[config.mk]
export PLATFORM = sky130hd
export DESIGN_NAME = rope_bounce_ctrl
export DESIGN_NICKNAME = d
export VERILOG_FILES = /design/src/rtl/rope_bounce_ctrl.sv
export SDC_FILE = /design/constraint.sdc
export NUM_CORES = 1
export LEC_CHECK = 0
export BUFFER_PORTS_ARGS = -buffer_cell sky130_fd_sc_hd__buf_2
export CORE_ASPECT_RATIO = 0.7
export CORE_UTILIZATION = 41
export CTS_BUF_LIST = sky130_fd_sc_hd__clkbuf_8
export CTS_CLUSTER_SIZE = 14
export DETAILED_ROUTE_END_ITERATION = 16
export GPL_TIMING_DRIVEN = 0
export PLACE_DENSITY = 0.65
export SYNTH_ARGS = -nofsm -noshare
export SYNTH_HDL_FRONTEND = slang
export SYNTH_SLANG_ARGS = --single-unit
[constraint.sdc]
create_clock -name i_clk -period 2 [get_ports i_clk]
set_input_delay 0.2 -clock i_clk [delete_from_list [all_inputs] [get_ports i_clk]]
set_output_delay 0.2 -clock i_clk [all_outputs]
set_load 0.01 [all_outputs]
[src/rtl/rope_bounce_ctrl.sv]
// rope_bounce_ctrl: per-frame rope edge/collision check issuing one-clock dirToggle pulses with cooldown.
// ROPE_COLLISION_TOGGLE_EN enables the latched collision as a toggle trigger.
module rope_bounce_ctrl #(
    parameter int LEFT_BOUND      = 0,
    parameter int RIGHT_BOUND     = 639,
    parameter int ROPE_WIDTH      = 32,
    parameter int COOLDOWN_FRAMES = 4,
    parameter bit INIT_DIR_RIGHT  = 1'b1
) (
    input  logic               i_clk,
    input  logic               i_reset_n,
    input  logic               i_start_of_frame,
    input  logic signed [10:0] i_top_left_x,
    input  logic               i_collision,
    output logic               o_dir_toggle,
    output logic               o_dir_right,
    output logic [7:0]         o_bounce_count
);
    localparam int CW = COOLDOWN_FRAMES > 0 ? $clog2(COOLDOWN_FRAMES + 1) : 1;
    localparam logic signed [11:0] L_B = 12'(LEFT_BOUND);
    localparam logic signed [11:0] R_B = 12'(RIGHT_BOUND);
    localparam logic signed [11:0] R_W = 12'(ROPE_WIDTH);
`ifdef ROPE_COLLISION_TOGGLE_EN
    localparam bit COLL_EN = 1'b1;
`else
    localparam bit COLL_EN = 1'b0;
`endif

    typedef enum logic [1:0] {RUN, FIRE, COOLDOWN} state_t;

    state_t             r_state, w_next;
    logic [CW-1:0]      r_cnt;
    logic               r_lat, r_toggle, r_dir;
    logic [7:0]         r_count;
    logic signed [11:0] w_x;
    logic               w_hit, w_trig;

    assign w_x    = {i_top_left_x[10], i_top_left_x};
    // 12-bit signed compare keeps X+ROPE_WIDTH free of overflow
    assign w_hit  = (!r_dir && w_x <= L_B) || (r_dir && w_x + R_W >= R_B);
    assign w_trig = i_start_of_frame && (w_hit || (COLL_EN && (r_lat || i_collision)));

    always_comb begin
        w_next = r_state;
        if (r_state == RUN && w_trig)
            w_next = FIRE;
        else if (r_state == FIRE)
            w_next = COOLDOWN_FRAMES > 0 ? COOLDOWN : RUN;
        else if (r_state == COOLDOWN && i_start_of_frame && r_cnt <= CW'(1))
            w_next = RUN;
    end

    always_ff @(posedge i_clk) begin
        if (!i_reset_n) begin
            r_state  <= RUN;
            r_toggle <= 1'b0;
            r_dir    <= INIT_DIR_RIGHT;
            r_count  <= 8'd0;
            r_cnt    <= '0;
            r_lat    <= 1'b0;
        end else begin
            r_state  <= w_next;
            r_toggle <= w_next == FIRE;
            r_lat    <= COLL_EN && !i_start_of_frame && (r_lat || i_collision);
            if (w_next == FIRE) begin
                r_dir   <= ~r_dir;
                r_count <= r_count + 8'(r_count != 8'hFF);
                r_cnt   <= CW'(COOLDOWN_FRAMES);
            end else if (r_state == COOLDOWN && i_start_of_frame) begin
                r_cnt <= r_cnt - 1'b1;
            end
        end
    end

    assign o_dir_toggle   = r_toggle;
    assign o_dir_right    = r_dir;
    assign o_bounce_count = r_count;
endmodule
Word level (Yosys, flattened, before mapping)
Index checks and enable logic that the tools add are counted.

Register bits after elaboration: 15. Bits in latches: 0. Memory bits (writable): 0. Memory bits (read-only): 0. Input port bits: 15. Output and inout port bits: 10. Word-level logic and storage cells: 34. Memories kept: 0.

Add/sub/neg operators: 3. Multipliers: 0. Divide/modulo/power cells: 0. Magnitude comparators: 3. Equal/unequal tests: 4. Shift-type cells: 0. Multiplexer cells: 5. Bitwise gates (word level): 2. Reductions and logical operators: 11.

Operators by type and width (number): $add A11 B7 Y12 const B (1); $ge A12 B11 Y1 const B (1); $le A11 B1 Y1 const B (1); $add A8 B1 Y8 (1); $ne A8 B8 Y1 const B (1); $logic_and A1 B1 Y1 (6); $mux W2 (3); $mux W3 (2); $eq A2 B1 Y1 const B (2); $le A3 B1 Y1 const B (1); $sub A3 B1 Y3 const B (1); $eq A2 B2 Y1 const B (1); $logic_not A2 Y1 (1); $not A1 Y1 (2); $reduce_bool A2 Y1 (1); $reduce_or A2 Y1 (1); $logic_not A1 Y1 (1); $logic_or A1 B1 Y1 (1).

Depth between registers and ports, before layout
Word-level depth: 9. Mapped depth: 8. Gate-level depth less buffers: 8.

Worst setup path before layout
OpenSTA, ideal clock, no wires.

Kind: register to register. Start: register r_count[3] (netlist: o_bounce_count[3]). End: register r_count[6] (netlist: o_bounce_count[6]). Setup time: 120 ps. Data arrival time: 1492 ps. Data required time: 1880 ps. Setup slack: 388 ps. Cell stages (with the launch flop): 9. Path buffers: 0. Period minus slack after synthesis: 1612 ps. Cell sequence: dfxtp_1 > and3_1 > and2_1 > nand4_1 > ha_1 > ha_1 > nand3_1 > a21oi_2 > mux2i_1.

Cells in the longest elaborated chain, start to end: 2.

RTL lines: start: declaration (line 34) `logic [7:0] r_count;`; start signal: assignment (line 67) `r_count <= r_count + 8'(r_count != 8'hFF);`; $ne A8 B8 Y1 (line 67); $add A8 B1 Y8 * (line 67).

Mark *: on every way between the ends. The rest lies on a longest branch, timed or not. A chain may end at the register's enable or synchronous reset.

Final worst setup path
Same ends and word-level chain as after synthesis.

==> reports/results.txt <==
Outcome - complete, no violations
Vias in the first global route - 708
Sequential share of the synthesized area - 0.315
Minimum clock period - 1760 ps
Yosys Warn Count - 0
Initial antenna violation count - 0
Multi-input logic area - 612 um2
Initial Util - 0.440
Power per cell area - 584 mW/mm2
CTS Buf Count - 3
Fmax - 569 MHz
Yosys cell types - 36
CTS tree - built
Crit Path Class - reg2reg
Hold Violations, Final - 0
Layout cells sized above 1 - 0.308
Clk buf depth - 2
Post-route clock period utilization - 0.879
Final antenna diode count - 0
Post-Synthesis Cells - 106
M1 GR Usage - 0.236
Fill count - 231
Placed Cells - 161
Rel. slew slack - 0.670
Worst r2r src - o_bounce_count[3]
Clock transition at path regs - 70 ps
Final Worst Setup Slack - 243 ps
Core Rows - 14
Die area - 0.00253 mm2
First drt pass iteration count - 4
Setup TNS - 0 ps
DR DRC count - 0
GRT Overall Usage - 0.168
Final Max Slew Viols - 0
Routed WL per cell - 11.9 um
Mapped cell area - 955 um2
Die height - 42.4 um
Final nets - 154
Clock tree sinks - 15
Max-cap violations - 0
Post-Syn Area per Cell - 9.01 um2
CP Launch Type - register
Worst Max-Slew Pin Slew - 494 ps
H-Tree Depth - 1
Clock Latency Late Sink - 250 ps
Leakage - 0.459 nW
Vias - 867
HPWL after DPL - 1.53 mm
Core area - 0.00217 mm2
Grt met2 use - 0.244
WP data required - 2140 ps
Post-CTS resize count - 0
Area grow syn2layout - 21.4%
Post-Place Worst Slack - 214 ps
Final wirelength - 1.96 mm
Clock Skew - 3.20 ps
Remaining antenna violation count - 0
HP Start - i_reset_n
Die Wd - 59.7 um
I/O pin cnt - 25
Worst EP arrival - 1900 ps
Register Area - 300 um2
Post-DR vias/cell - 5.25
Largest net degree at the start of global routing - 11
GR Util met3 - 0.0556
# port buffers - 23
DRT iter0 DRCs - 36
Post-CTS setup buffer count - 0
Global placement routability congestion - 0.780
Non-Filler Instances - 165
Global-route wire length before repair - 3.12 mm
Maximum VDD drop - 0.322 mV
Final setup fails - 0
CP Capture Type - register
Worst hold path type - in2reg
Number of synthesized register bits - 15
Unrepaired setup endpoints after global routing - no
Root Buffer - clkbuf_8
Syn Nets - 126
Hold Buf Count CTS - 0
CP max FO - 6
CP startpoint - o_bounce_count[3]
GRT busiest layer - met2
Remaining Overflow, GRT - 0
[flip-flops by register name, summed over array words and instances, names as in the netlist]
register        flops
r_state             2
o_bounce_count      8
r_cnt               3
o_dir_toggle        1
o_dir_right         1
[critical path, cell delays in order, from the launching register on]
cell and delay, ps:
dfxtp_1 430, and3_1 210, and2_1 150, nand4_1 100, ha_1 240, ha_1 240, nand3_1 110, a21oi_2 40
mux2i_1 120
[final cells by class]
| type | instances | area share |
|---|---|---|
| multi-input combinational | 82 | 0.528 |
| clock inverter | 1 | 0.00648 |
| timing repair buffer | 23 | 0.0994 |
| inverter | 7 | 0.0227 |
| sequential | 15 | 0.259 |
| tap | 32 | 0.0346 |
| clock buffer | 3 | 0.0356 |
| buffer | 2 | 0.0140 |
[worst paths after layout]
check                           slack, ps  cells past startpoint                end
worst min-delay path                  320                      3  o_bounce_count[6]
worst max register to register        240                      8  o_bounce_count[6]
worst min register to register        490                      2  o_bounce_count[6]
worst max-delay path                  240                      8  o_bounce_count[6]
[power breakdown]
group	internal (mW)	switching [mW]	total, mW	leakage [nW]
clock	0.140	0.120	0.260	0.0217
sequential	0.308	0.00849	0.316	0.121
combinational	0.0440	0.0570	0.101	0.316
total	0.492	0.185	0.677	0.459
[cells in the final DEF, fill, tap and decap left out, drive strengths merged, types with 3 or more instances in the layout]
cell type / n
and2: 3
buf: 25
clkbuf: 3
dfxtp: 15
a21oi: 10
ha: 5
nand2: 11
nand3: 5
nand4: 3
nor2: 5
or2b: 4
mux2i: 6
nor4: 4
inv: 7
[kinds of logic after synthesis]
family          after synthesis  share of synthesized area
xor+xnor                      2                     0.0184
compound gates               22                      0.208
fa+ha+maj                     5                     0.0655
mux                           6                     0.0629
buf+inv                       9                     0.0446
flops                        15                      0.315
simple gates                 47                      0.286
[cell usage after synthesis]
library cell  instances  area share
a21oi_1               5       0.026
a21oi_2               5       0.046
a2bb2oi_1             1      0.0092
a31oi_1               2       0.013
and2_1                3       0.020
and3_1                2       0.013
buf_2                 1      0.0052
buf_6                 1       0.012
dfxtp_1              15        0.31
ha_1                  5       0.066
inv_1                 5       0.020
inv_2                 2      0.0079
mux2i_1               6       0.063
nand2_1              11       0.043
nand2b_1              2       0.013
nand3_1               5       0.026
nand3b_1              1      0.0079
nand4_1               3       0.020
nand4bb_1             1       0.012
nor2_1                5       0.020
nor2b_1               1      0.0066
nor3_2                1       0.010
nor3b_1               2       0.016
nor4_1                3       0.020
nor4_2                1       0.013
o2111a_1              1       0.012
o2111ai_4             1       0.028
o211ai_1              2       0.016
o21ai_1               2       0.010
o21bai_1              1      0.0079
o21bai_2              1       0.012
o41ai_4               1       0.029
or2b_1                4       0.031
or3_1                 1      0.0066
or4_1                 1      0.0079
xnor2_1               2       0.018
[through the flow]
step                 util  hold WS, ps  area (um2)  power, mW
finish              0.533          320        1160      0.677
global route        0.533          339        1160      0.711
CTS                 0.533          318        1160      0.688
detailed placement  0.511          481        1110      0.424
global placement    0.511          465        1110      0.422
floorplan               -          411         955      0.389
[per-layer routing]
layer,vias up,wire (um),share of wire
met4,0,9,0.0046
met2,10,895,0.46
met1,411,1010,0.51
met3,2,52,0.027
li1,444,-,-
met5,-,0,0
Note: power is estimated with default switching activity, not from simulation.
